[src/rtl/pll_drp_pkg.sv]
// pll_drp_pkg: shared types, DRP register map, field positions and helpers
// for the PLL divider reprogramming controller.
//   state_e      - controller FSM states
//   div_enc_t    - encoded divider fields {edge, nocount, high, low}
//   div_encode() - divide value -> encoded fields
//   drp_addr()   - (channel, register index) -> DRP address
//   is_legal()   - range check of a (channel, divide) request
package pll_drp_pkg;

    typedef enum logic [2:0] {
        ST_IDLE,
        ST_RD,
        ST_WAIT_RD,
        ST_WR,
        ST_WAIT_WR,
        ST_REL,
        ST_WAIT_LOCK
    } state_e;

    typedef struct packed {
        logic       edge_bit;
        logic       nocount;
        logic [5:0] high;
        logic [5:0] low;
    } div_enc_t;

    localparam logic [2:0] CHAN_CLKFBOUT = 3'd6;
    localparam logic [2:0] CHAN_DIVCLK   = 3'd7;

    localparam logic [6:0] DIV_MAX        = 7'd64;
    localparam logic [6:0] DIV_MAX_DIVCLK = 7'd56;

    // DRP register map
    localparam logic [6:0] ADDR_CLKOUT0_REG1  = 7'h08;
    localparam logic [6:0] ADDR_CLKOUT0_REG2  = 7'h09;
    localparam logic [6:0] ADDR_CLKOUT1_REG1  = 7'h0A;
    localparam logic [6:0] ADDR_CLKOUT1_REG2  = 7'h0B;
    localparam logic [6:0] ADDR_CLKOUT2_REG1  = 7'h0C;
    localparam logic [6:0] ADDR_CLKOUT2_REG2  = 7'h0D;
    localparam logic [6:0] ADDR_CLKOUT3_REG1  = 7'h0E;
    localparam logic [6:0] ADDR_CLKOUT3_REG2  = 7'h0F;
    localparam logic [6:0] ADDR_CLKOUT4_REG1  = 7'h10;
    localparam logic [6:0] ADDR_CLKOUT4_REG2  = 7'h11;
    localparam logic [6:0] ADDR_CLKOUT5_REG1  = 7'h06;
    localparam logic [6:0] ADDR_CLKOUT5_REG2  = 7'h07;
    localparam logic [6:0] ADDR_CLKFBOUT_REG1 = 7'h14;
    localparam logic [6:0] ADDR_CLKFBOUT_REG2 = 7'h15;
    localparam logic [6:0] ADDR_DIVCLK        = 7'h16;

    // Field bit positions
    localparam int FLD_W             = 6;
    localparam int REG1_HIGH_LSB     = 6;
    localparam int REG1_LOW_LSB      = 0;
    localparam int REG2_EDGE_BIT     = 7;
    localparam int REG2_NOCOUNT_BIT  = 6;
    localparam int DIVCLK_EDGE_BIT   = 13;
    localparam int DIVCLK_NOCOUNT_BIT = 12;

    // Low is computed modulo 64, so a field that would hold 64 becomes 0.
    function automatic div_enc_t div_encode(input logic [6:0] divide);
        div_enc_t enc;
        enc.high     = divide[6:1];
        enc.low      = divide[5:0] - divide[6:1];
        enc.edge_bit = divide[0];
        enc.nocount  = (divide == 7'd1);
        return enc;
    endfunction

    function automatic logic [6:0] drp_addr(input logic [2:0] chan, input logic reg_idx);
        logic [6:0] a1;
        logic [6:0] a2;
        case (chan)
            3'd0:    begin a1 = ADDR_CLKOUT0_REG1;  a2 = ADDR_CLKOUT0_REG2;  end
            3'd1:    begin a1 = ADDR_CLKOUT1_REG1;  a2 = ADDR_CLKOUT1_REG2;  end
            3'd2:    begin a1 = ADDR_CLKOUT2_REG1;  a2 = ADDR_CLKOUT2_REG2;  end
            3'd3:    begin a1 = ADDR_CLKOUT3_REG1;  a2 = ADDR_CLKOUT3_REG2;  end
            3'd4:    begin a1 = ADDR_CLKOUT4_REG1;  a2 = ADDR_CLKOUT4_REG2;  end
            3'd5:    begin a1 = ADDR_CLKOUT5_REG1;  a2 = ADDR_CLKOUT5_REG2;  end
            3'd6:    begin a1 = ADDR_CLKFBOUT_REG1; a2 = ADDR_CLKFBOUT_REG2; end
            default: begin a1 = ADDR_DIVCLK;        a2 = ADDR_DIVCLK;        end
        endcase
        return reg_idx ? a2 : a1;
    endfunction

    function automatic logic is_legal(input logic [2:0] chan, input logic [6:0] divide);
        logic [6:0] max_div;
        max_div = (chan == CHAN_DIVCLK) ? DIV_MAX_DIVCLK : DIV_MAX;
        return (divide != 7'd0) && (divide <= max_div);
    endfunction

endpackage

[src/rtl/pll_drp_merge.sv]
// pll_drp_merge: combinational read-modify-write merge of the encoded
// divider fields into the word read back from the DRP.
//   chan_i    - target channel (7 = DIVCLK, single register)
//   reg_idx_i - 0 = first register (high/low), 1 = second (edge/nocount)
//   do_i      - word read from the DRP
//   enc_i     - encoded divider fields
//   di_o      - word to write back
module pll_drp_merge
    import pll_drp_pkg::*;
(
    input  logic [2:0]  chan_i,
    input  logic        reg_idx_i,
    input  logic [15:0] do_i,
    input  div_enc_t    enc_i,
    output logic [15:0] di_o
);

    // NOTE: di_o gets a full default first so no path through the
    // branches below can leave it unassigned and infer a latch.
    always_comb begin
        di_o = do_i;
        if (chan_i == CHAN_DIVCLK) begin
            di_o[DIVCLK_EDGE_BIT]              = enc_i.edge_bit;
            di_o[DIVCLK_NOCOUNT_BIT]           = enc_i.nocount;
            di_o[REG1_HIGH_LSB +: FLD_W]       = enc_i.high;
            di_o[REG1_LOW_LSB +: FLD_W]        = enc_i.low;
        end else if (!reg_idx_i) begin
            di_o[REG1_HIGH_LSB +: FLD_W]       = enc_i.high;
            di_o[REG1_LOW_LSB +: FLD_W]        = enc_i.low;
        end else begin
            di_o[REG2_EDGE_BIT]                = enc_i.edge_bit;
            di_o[REG2_NOCOUNT_BIT]             = enc_i.nocount;
        end
    end

endmodule

[src/rtl/pll_drp_ctrl.sv]
// pll_drp_ctrl: DRP master that reprograms one PLL output divider.
// Holds the PLL in reset, read-modify-writes the divider register(s),
// releases reset and waits for LOCKED.
//   DCLK, RST        - clock, asynchronous active-high reset
//   SEN/SCHAN/SDIVIDE- request (sampled only when idle)
//   SRDY/SERR/BUSY   - completion pulse, error pulse, busy level
//   PLL_RST, LOCKED  - PLL reset output, PLL lock input
//   DADDR/DEN/DWE/DI/DO/DRDY - DRP master port
module pll_drp_ctrl
    import pll_drp_pkg::*;
#(
    parameter int unsigned DRDY_TIMEOUT = 16,
    parameter int unsigned LOCK_TIMEOUT = 4096
) (
    input  logic        DCLK,
    input  logic        RST,
    input  logic        SEN,
    input  logic [2:0]  SCHAN,
    input  logic [6:0]  SDIVIDE,
    output logic        SRDY,
    output logic        SERR,
    output logic        BUSY,
    output logic        PLL_RST,
    input  logic        LOCKED,
    output logic [6:0]  DADDR,
    output logic        DEN,
    output logic        DWE,
    output logic [15:0] DI,
    input  logic [15:0] DO,
    input  logic        DRDY
);

    localparam int unsigned CNT_W = $clog2(LOCK_TIMEOUT + 1);
    // Abort on the cycle whose increment would make the count reach the limit.
    localparam logic [CNT_W-1:0] DRDY_LAST = CNT_W'(DRDY_TIMEOUT - 1);
    localparam logic [CNT_W-1:0] LOCK_LAST = CNT_W'(LOCK_TIMEOUT - 1);

    state_e           state_q, state_d;
    logic [2:0]       chan_q, chan_d;
    logic [6:0]       div_q, div_d;
    logic             reg_idx_q, reg_idx_d;
    logic [CNT_W-1:0] cnt_q, cnt_d;
    logic             busy_q, busy_d;
    logic             pll_rst_q, pll_rst_d;
    logic             srdy_q, srdy_d;
    logic             serr_q, serr_d;
    logic             dwe_q, dwe_d;
    logic [6:0]       daddr_q, daddr_d;
    logic [15:0]      di_q, di_d;
    logic             abort;

    div_enc_t         enc;
    logic [15:0]      merged;

    assign enc = div_encode(div_q);

    pll_drp_merge u_merge (
        .chan_i    (chan_q),
        .reg_idx_i (reg_idx_q),
        .do_i      (DO),
        .enc_i     (enc),
        .di_o      (merged)
    );

    always_comb begin
        state_d   = state_q;
        chan_d    = chan_q;
        div_d     = div_q;
        reg_idx_d = reg_idx_q;
        cnt_d     = cnt_q;
        busy_d    = busy_q;
        pll_rst_d = pll_rst_q;
        srdy_d    = 1'b0;
        serr_d    = 1'b0;
        dwe_d     = dwe_q;
        daddr_d   = daddr_q;
        di_d      = di_q;
        abort     = 1'b0;

        case (state_q)
            ST_IDLE: begin
                if (SEN) begin
                    if (is_legal(SCHAN, SDIVIDE)) begin
                        chan_d    = SCHAN;
                        div_d     = SDIVIDE;
                        reg_idx_d = 1'b0;
                        daddr_d   = drp_addr(SCHAN, 1'b0);
                        dwe_d     = 1'b0;
                        busy_d    = 1'b1;
                        pll_rst_d = 1'b1;
                        state_d   = ST_RD;
                    end else begin
                        serr_d = 1'b1;
                    end
                end
            end
            ST_RD: begin
                cnt_d   = '0;
                state_d = ST_WAIT_RD;
            end
            ST_WAIT_RD: begin
                if (DRDY) begin
                    di_d    = merged;
                    dwe_d   = 1'b1;
                    state_d = ST_WR;
                end else if (cnt_q == DRDY_LAST) begin
                    abort = 1'b1;
                end else begin
                    cnt_d = cnt_q + CNT_W'(1);
                end
            end
            ST_WR: begin
                cnt_d   = '0;
                state_d = ST_WAIT_WR;
            end
            ST_WAIT_WR: begin
                if (DRDY) begin
                    if (chan_q != CHAN_DIVCLK && !reg_idx_q) begin
                        reg_idx_d = 1'b1;
                        daddr_d   = drp_addr(chan_q, 1'b1);
                        dwe_d     = 1'b0;
                        state_d   = ST_RD;
                    end else begin
                        state_d = ST_REL;
                    end
                end else if (cnt_q == DRDY_LAST) begin
                    abort = 1'b1;
                end else begin
                    cnt_d = cnt_q + CNT_W'(1);
                end
            end
            ST_REL: begin
                pll_rst_d = 1'b0;
                cnt_d     = '0;
                state_d   = ST_WAIT_LOCK;
            end
            ST_WAIT_LOCK: begin
                if (LOCKED) begin
                    srdy_d  = 1'b1;
                    busy_d  = 1'b0;
                    state_d = ST_IDLE;
                end else if (cnt_q == LOCK_LAST) begin
                    abort = 1'b1;
                end else begin
                    cnt_d = cnt_q + CNT_W'(1);
                end
            end
            default: state_d = ST_IDLE;
        endcase

        if (abort) begin
            serr_d    = 1'b1;
            pll_rst_d = 1'b0;
            busy_d    = 1'b0;
            state_d   = ST_IDLE;
        end
    end

    // NOTE: state registers use non-blocking assignments so every flop
    // samples the pre-edge values regardless of statement order.
    always_ff @(posedge DCLK or posedge RST) begin
        if (RST) begin
            state_q   <= ST_IDLE;
            chan_q    <= '0;
            div_q     <= '0;
            reg_idx_q <= 1'b0;
            cnt_q     <= '0;
            busy_q    <= 1'b0;
            pll_rst_q <= 1'b0;
            srdy_q    <= 1'b0;
            serr_q    <= 1'b0;
            dwe_q     <= 1'b0;
            daddr_q   <= '0;
            di_q      <= '0;
        end else begin
            state_q   <= state_d;
            chan_q    <= chan_d;
            div_q     <= div_d;
            reg_idx_q <= reg_idx_d;
            cnt_q     <= cnt_d;
            busy_q    <= busy_d;
            pll_rst_q <= pll_rst_d;
            srdy_q    <= srdy_d;
            serr_q    <= serr_d;
            dwe_q     <= dwe_d;
            daddr_q   <= daddr_d;
            di_q      <= di_d;
        end
    end

    // DEN is decoded from the one-cycle access states so it can never stretch.
    assign DEN     = (state_q == ST_RD) || (state_q == ST_WR);
    assign DWE     = dwe_q;
    assign DADDR   = daddr_q;
    assign DI      = di_q;
    assign SRDY    = srdy_q;
    assign SERR    = serr_q;
    assign BUSY    = busy_q;
    assign PLL_RST = pll_rst_q;

endmodule

[config.mk]
export PLATFORM = sky130hd
export DESIGN_NAME = pll_drp_ctrl
export DESIGN_NICKNAME = d
export VERILOG_FILES = /design/src/rtl/pll_drp_pkg.sv /design/src/rtl/pll_drp_merge.sv /design/src/rtl/pll_drp_ctrl.sv
export SDC_FILE = /design/constraint.sdc
export NUM_CORES = 1
export LEC_CHECK = 0
export CAP_MARGIN = 20
export CORE_MARGIN = 2
export CORE_UTILIZATION = 29
export DETAILED_ROUTE_END_ITERATION = 16
export PLACE_DENSITY = 0.5
export SYNTH_ARGS = -nofsm -noshare
export SYNTH_HDL_FRONTEND = slang
export SYNTH_HIERARCHICAL = 1
export SYNTH_SLANG_ARGS = --single-unit
[constraint.sdc]
create_clock -name DCLK -period 2.8 [get_ports DCLK]
set_clock_uncertainty 0.1 [all_clocks]
set_input_delay 0.84 -clock DCLK [delete_from_list [all_inputs] [get_ports DCLK]]
set_output_delay 0.84 -clock DCLK [all_outputs]
set_load 0.1 [all_outputs]
Word-level counts from Yosys, hierarchy flattened
Index checks and enable logic that the tools add are counted.
{"block": "word_totals", "ff_bits": 55, "output_inout_bits": 29, "elab_cells": 129}
{"block": "classes", "n_lt_le_gt_ge": 1, "mux": 53, "n_eq_ne": 38, "n_reduce_logical": 23, "add_sub_neg": 2}
{"op": "$pmux 5 s7", "n": 2}
{"op": "$mux 13", "n": 4}
{"op": "$pmux 13 s3", "n": 1}
{"op": "$mux 7", "n": 5}
{"op": "$eq 3x3->1 const B", "n": 11}
{"op": "$mux 1", "n": 22}
{"op": "$mux 3", "n": 7}
{"op": "$pmux 3 s7", "n": 1}
{"op": "$eq 3x2->1 const B", "n": 6}
{"op": "$ne 2x2->1 const B", "n": 9}
{"op": "$ne 3x3->1 const B", "n": 6}
{"op": "$reduce_and 5->1", "n": 3}
{"op": "$pmux 7 s2", "n": 1}
{"op": "$add 13x1->13 const B", "n": 1}
{"op": "$eq 13x12->1 const B", "n": 1}
{"op": "$eq 13x4->1 const B", "n": 1}
{"op": "$mux 12", "n": 1}
{"op": "$reduce_bool 3->1", "n": 4}
{"op": "$eq 3x1->1 const B", "n": 3}
{"op": "$logic_not 3->1", "n": 3}
{"op": "$pmux 1 s2", "n": 4}
{"op": "$eq 7x1->1 const B", "n": 1}
{"op": "$le 7x7->1", "n": 1}
{"op": "$reduce_bool 7->1", "n": 1}
{"op": "other kinds (15)", "n": 18}

Longest topological paths before layout
{"block": "depth", "word_depth": 8, "mapped_depth": 10, "depth_no_buf": 10}

Cells and area by module
The synthesis kept the hierarchy.
{"mod": "pll_drp_ctrl", "area_per_inst_um2": 2997.9, "seq_area_each_um2": 1326.3, "cells_each": 286, "n_inst": 1}
{"mod": "pll_drp_merge", "area_per_inst_um2": 442.9, "seq_area_each_um2": 0.0, "cells_each": 60, "n_inst": 1}

Worst setup path before layout
OpenSTA, ideal clock, no wires.
{"block": "synth_timing", "path_type": "register to output", "startpoint": "register state_q[2]", "endpoint": "output port DEN", "setup_slack_ns": -0.013, "stages_incl_launch_ff": 3, "arrival_time_ns": 1.873, "required_ns": 1.860, "path_cell_list": "dfrtp_1 > buf_2 > nor2_1"}
{"block": "synth_via", "elab_chain_len": 2}
{"item": "start: declaration", "line": "pll_drp_ctrl.sv:38", "source": "state_e state_q, state_d;"}
{"item": "start signal: assignment", "line": "pll_drp_ctrl.sv:176", "source": "state_q <= state_d;"}
{"item": "$eq 3x1->1 / $eq 3x2->1 (equally long branches)", "line": "pll_drp_ctrl.sv:192", "source": "assign DEN = (state_q == ST_RD) || (state_q == ST_WR);"}
{"item": "$logic_or 1x1->1 (*)", "line": "pll_drp_ctrl.sv:192"}
{"item": "end: declaration", "line": "pll_drp_ctrl.sv:26", "source": "output logic DEN,"}
Every way passes the cells marked *; elsewhere a longest branch is shown, timed or not.

Worst setup path after layout
{"block": "layout_timing", "startpoint": "input port SDIVIDE[6]", "endpoint": "register div_q[2]"}
{"block": "layout_via", "elab_chain_len": 3}
{"item": "start: declaration", "line": "pll_drp_ctrl.sv:19", "source": "input logic [6:0] SDIVIDE,"}
{"item": "$le 7x7->1 / $reduce_bool 7->1 (equally long branches)", "line": "pll_drp_pkg.sv:88", "source": "return (divide != 7'd0) && (divide <= max_div);"}
{"item": "$logic_and 1x1->1 (*)", "line": "pll_drp_pkg.sv:88"}
{"item": "$reduce_and 3->1 (no source line) (*)"}
{"item": "end signal: assignment", "line": "pll_drp_ctrl.sv:178", "source": "div_q <= div_d;"}
{"item": "end: declaration", "line": "pll_drp_ctrl.sv:40", "source": "logic [6:0] div_q, div_d;"}
Marked as above.
A chain may end at the register's enable or synchronous reset.

==> impl_metrics.csv <==
group,metric,value,unit
status,status,"finished, violations left",
status,violations,"design-rule violations",
finish,seqCellArea,1330,µm²
place,numPortBuffers,55,
finish,multi_input_area,1940,µm²
place,dp.cells,544,
synthesis,ys_seq_area_share,38.5,%
routing,drc_errors,4,
critical_path,startpoint_type,"input pin",
global_route,grt_pass1_wl,13800,µm
global_route,antenna_found_initial,0,
global_route,grt_pass1_vias,2729,
place,gp_congestion,0.799,
critical_path,crit_required,2.87,ns
clock_network,cts-root-buf,"clkbuf_16",
place,placedInstanceArea,4180,µm²
critical_path,r2r_start,"state_q[2]$_DFFE_PP0P_",
synthesis,yosysWarnings,6,
min_path,hold_end,"DI[3]$_DFFE_PP0P_",
global_route,grtUsageTotal,13.3,%
routing,wl_per_cell,14.7,µm
routing,ant_nets,0,
critical_path,arrival,2.78,ns
floorplanning,dieArea,12800,µm²
timing,max_freq,0.368,GHz
timing,finalHoldViolations,0,
critical_path,r2r_end,"cnt_q[0]$_DFFE_PP0P_",
clock_network,cts_buffer_depth,2,
min_path,hold_class,"reg -> reg",
routing,avgViaCountPerCell,5.01,
routing,wl,8170,µm
finish,design_area,4420,µm²
min_path,hp-start,"DI[3]$_DFFE_PP0P_",
finish,drive_gt1_share,28.6,%
finish,area.growth.synth_to_final,28.4,%
critical_path,crit_type,"in -> reg",
place,hpwl,6120,µm
critical_path,crit_chain,"clkdlybuf4s50_1 -> ha_4 -> and4_1 -> a22o_1 -> and4_4 -> bufbuf_16 -> mux2_2",
finish,antenna_cells,0,
clock_network,cts_buffers,5,
floorplanning,rows,39,
clock_network,clock-sinks,53,
routing,first_pass_iters,10,
synthesis,avgSynthCellArea,9.94,µm²
finish,fillers,1135,
synthesis,syn_area,3440,µm²
timing,slew_violations,0,
clock_network,path_clk_slew,0.08,ns
finish,fin_cells,555,
critical_path,slowest_stage,"clkdlybuf4s50_1",
synthesis,netlist_instances,346,
flow_run,maxCapViolations,0,
clock_network,clock_latency,0.29,ns
timing,slew-limit-headroom,58.0,%
critical_path,cp-end-kind,"flip-flop",
synthesis,synth_edf_count,0,
clock_network,htreeDepth,2,
synthesis,ys_seq_elements,53,
place,pre_cts_slack,-0.452,ns
floorplanning,fp.dieH,113,µm
synthesis,synth_flop_cell,"dfrtp_1",
timing,worst_pin_slew,0.630,ns
floorplanning,initial_core_util,29.9,%
critical_path,reg2reg_slack,0.53,ns
floorplanning,io_pins,60,
min_path,hold_path_depth,1,
finish,fin_nets,456,
synthesis,ys_async_sr_fraction,100,%
timing,grt_setup_unrepaired,"false",
timing,finalCritPeriodShare,97.0,%
critical_path,ff2ff_path_depth,6,
floorplanning,core_area,11500,µm²
clock_network,cts_tree,"done",
critical_path,critPathMaxFanout,5,
floorplanning,chipWidth,113,µm
routing,vias,2781,
global_route,grt_max_degree,54,
global_route,grt_overflow,0,
routing,drtIter0Drc,85,
synthesis,yosysUniqueCellTypes,54,
timing,finalCriticalPeriod,2.72,ns
critical_path,slowest_delay,0.48,ns
timing,setup_slack,0.0839,ns
timing,setup_viol,0,
-- cell usage in the layout, fill, tap and decap left out, types with 3 or more instances in the layout --
master / instances
dfrtp_1: 53
buf_12: 5
o211ai_2: 10
nor3_1: 4
inv_1: 20
nor2_1: 13
clkbuf_16: 5
nor4_1: 9
clkdlybuf4s50_1: 23
mux2_4: 3
nor2b_1: 3
nand4_1: 14
nand3_1: 8
o22ai_1: 3
inv_2: 3
buf_4: 43
a21oi_1: 14
mux2_2: 29
ha_1: 11
nand2b_1: 26
dlygate4sd2_1: 3
or4_1: 3
o211ai_1: 3
mux2i_1: 12
nand2_1: 36
o21ai_0: 7
-- worst max-delay path, delay by kind of cell --
kind                       cells  cell delay (ns)
AOI/OAI and AO/OA              1             0.18
adders and majority gates      1             0.31
buffers and inverters          2             0.73
muxes                          1             0.32
and+or+nand+nor                2             0.40
-- state kept, by name, summed over array words and instances (netlist names) --
register / cells
chan_q: 3
SERR: 1
DI: 16
DWE: 1
cnt_q: 13
reg_idx_q: 1
BUSY: 1
SRDY: 1
DADDR: 5
state_q: 3
PLL_RST: 1
div_q: 7
-- logic make-up (layout without fill, tap and decap cells) --
group,Yosys count,in the layout,share of synthesized area (%)
flip-flops,53,53,38.5
multiplexers,44,44,14.3
AND/OR/NAND/NOR,133,133,21.5
other,1,2,0.109
AO/OA/AOI/OAI,54,54,12.8
XOR/XNOR,4,4,1.02
buffers and inverters,43,108,6.44
adder cells (fa/ha/maj),14,14,5.31
-- cell type report --
| cell class | count | area share, % |
|---|---|---|
| multi-input cells | 251 | 43.9 |
| flip-flops and latches | 53 | 30.0 |
| repair buffers | 77 | 16.6 |
| well taps | 143 | 4.05 |
| clock buffers | 5 | 2.83 |
| inverters | 23 | 1.95 |
| clock inverters | 3 | 0.595 |
-- per-stage QoR --
stage	hold WS (ns)	util (%)	TNS, ns
2_1_floorplan	0.409	-	0
3_3_place_gp	0.393	36.3	-6.46
6_report	0.413	38.4	0
4_1_cts	0.416	38.2	0
3_5_place_dp	0.397	36.3	-7.75
5_1_grt	0.442	38.4	0
-- timing repair --
item | 4_1_cts | 5_1_grt
setup endpoints to repair | 16 | 8
cloned | 1 | 0
pin swaps | 3 | 4
hold buffers | 0 | 0
resized for setup | 9 | 4
buffers inserted | 2 | 0
endpoints found under the hold margin | 0 | 0
-- cells in the mapped netlist, types with 4 or more instances --
| cell | count | area, µm² |
|---|---|---|
| a21oi_1 | 14 | 70.1 |
| buf_2 | 8 | 40.0 |
| buf_4 | 4 | 30.0 |
| clkbuf_1 | 4 | 15.0 |
| dfrtp_1 | 53 | 1330 |
| ha_1 | 13 | 163 |
| inv_1 | 23 | 86.3 |
| mux2_2 | 29 | 327 |
| mux2i_1 | 12 | 120 |
| nand2_1 | 36 | 135 |
| nand2b_1 | 26 | 163 |
| nand3_1 | 9 | 45.0 |
| nand4_1 | 14 | 87.6 |
| nor2_1 | 14 | 52.6 |
| nor3_1 | 4 | 20.0 |
| nor4_1 | 9 | 56.3 |
| o211ai_2 | 10 | 125 |
| o21ai_0 | 7 | 35.0 |
-- worst max-delay path by stage --
stage	start	end	cells after the start
floorplan	SCHAN[1]	chan_q[2]$_DFFE_PP0P_	8
global placement	SCHAN[1]	DADDR[2]$_DFFE_PP0P_	9
detailed placement	SCHAN[0]	DADDR[2]$_DFFE_PP0P_	9
CTS	SDIVIDE[3]	div_q[2]$_DFFE_PP0P_	8
global route	SCHAN[1]	div_q[1]$_DFFE_PP0P_	9
finish	SDIVIDE[6]	div_q[2]$_DFFE_PP0P_	7
-- layer usage --
layer,up-vias,track usage [%],share of wire (%)
li1,1372,-,-
met1,1345,17.9,46
met2,62,22.8,50
met3,2,2.14,3.9
met4,0,2.68,0.51
met5,-,0,0
Power is not shown: default switching activity piles up to over one toggle a cycle in this logic, so the estimate is an artifact.
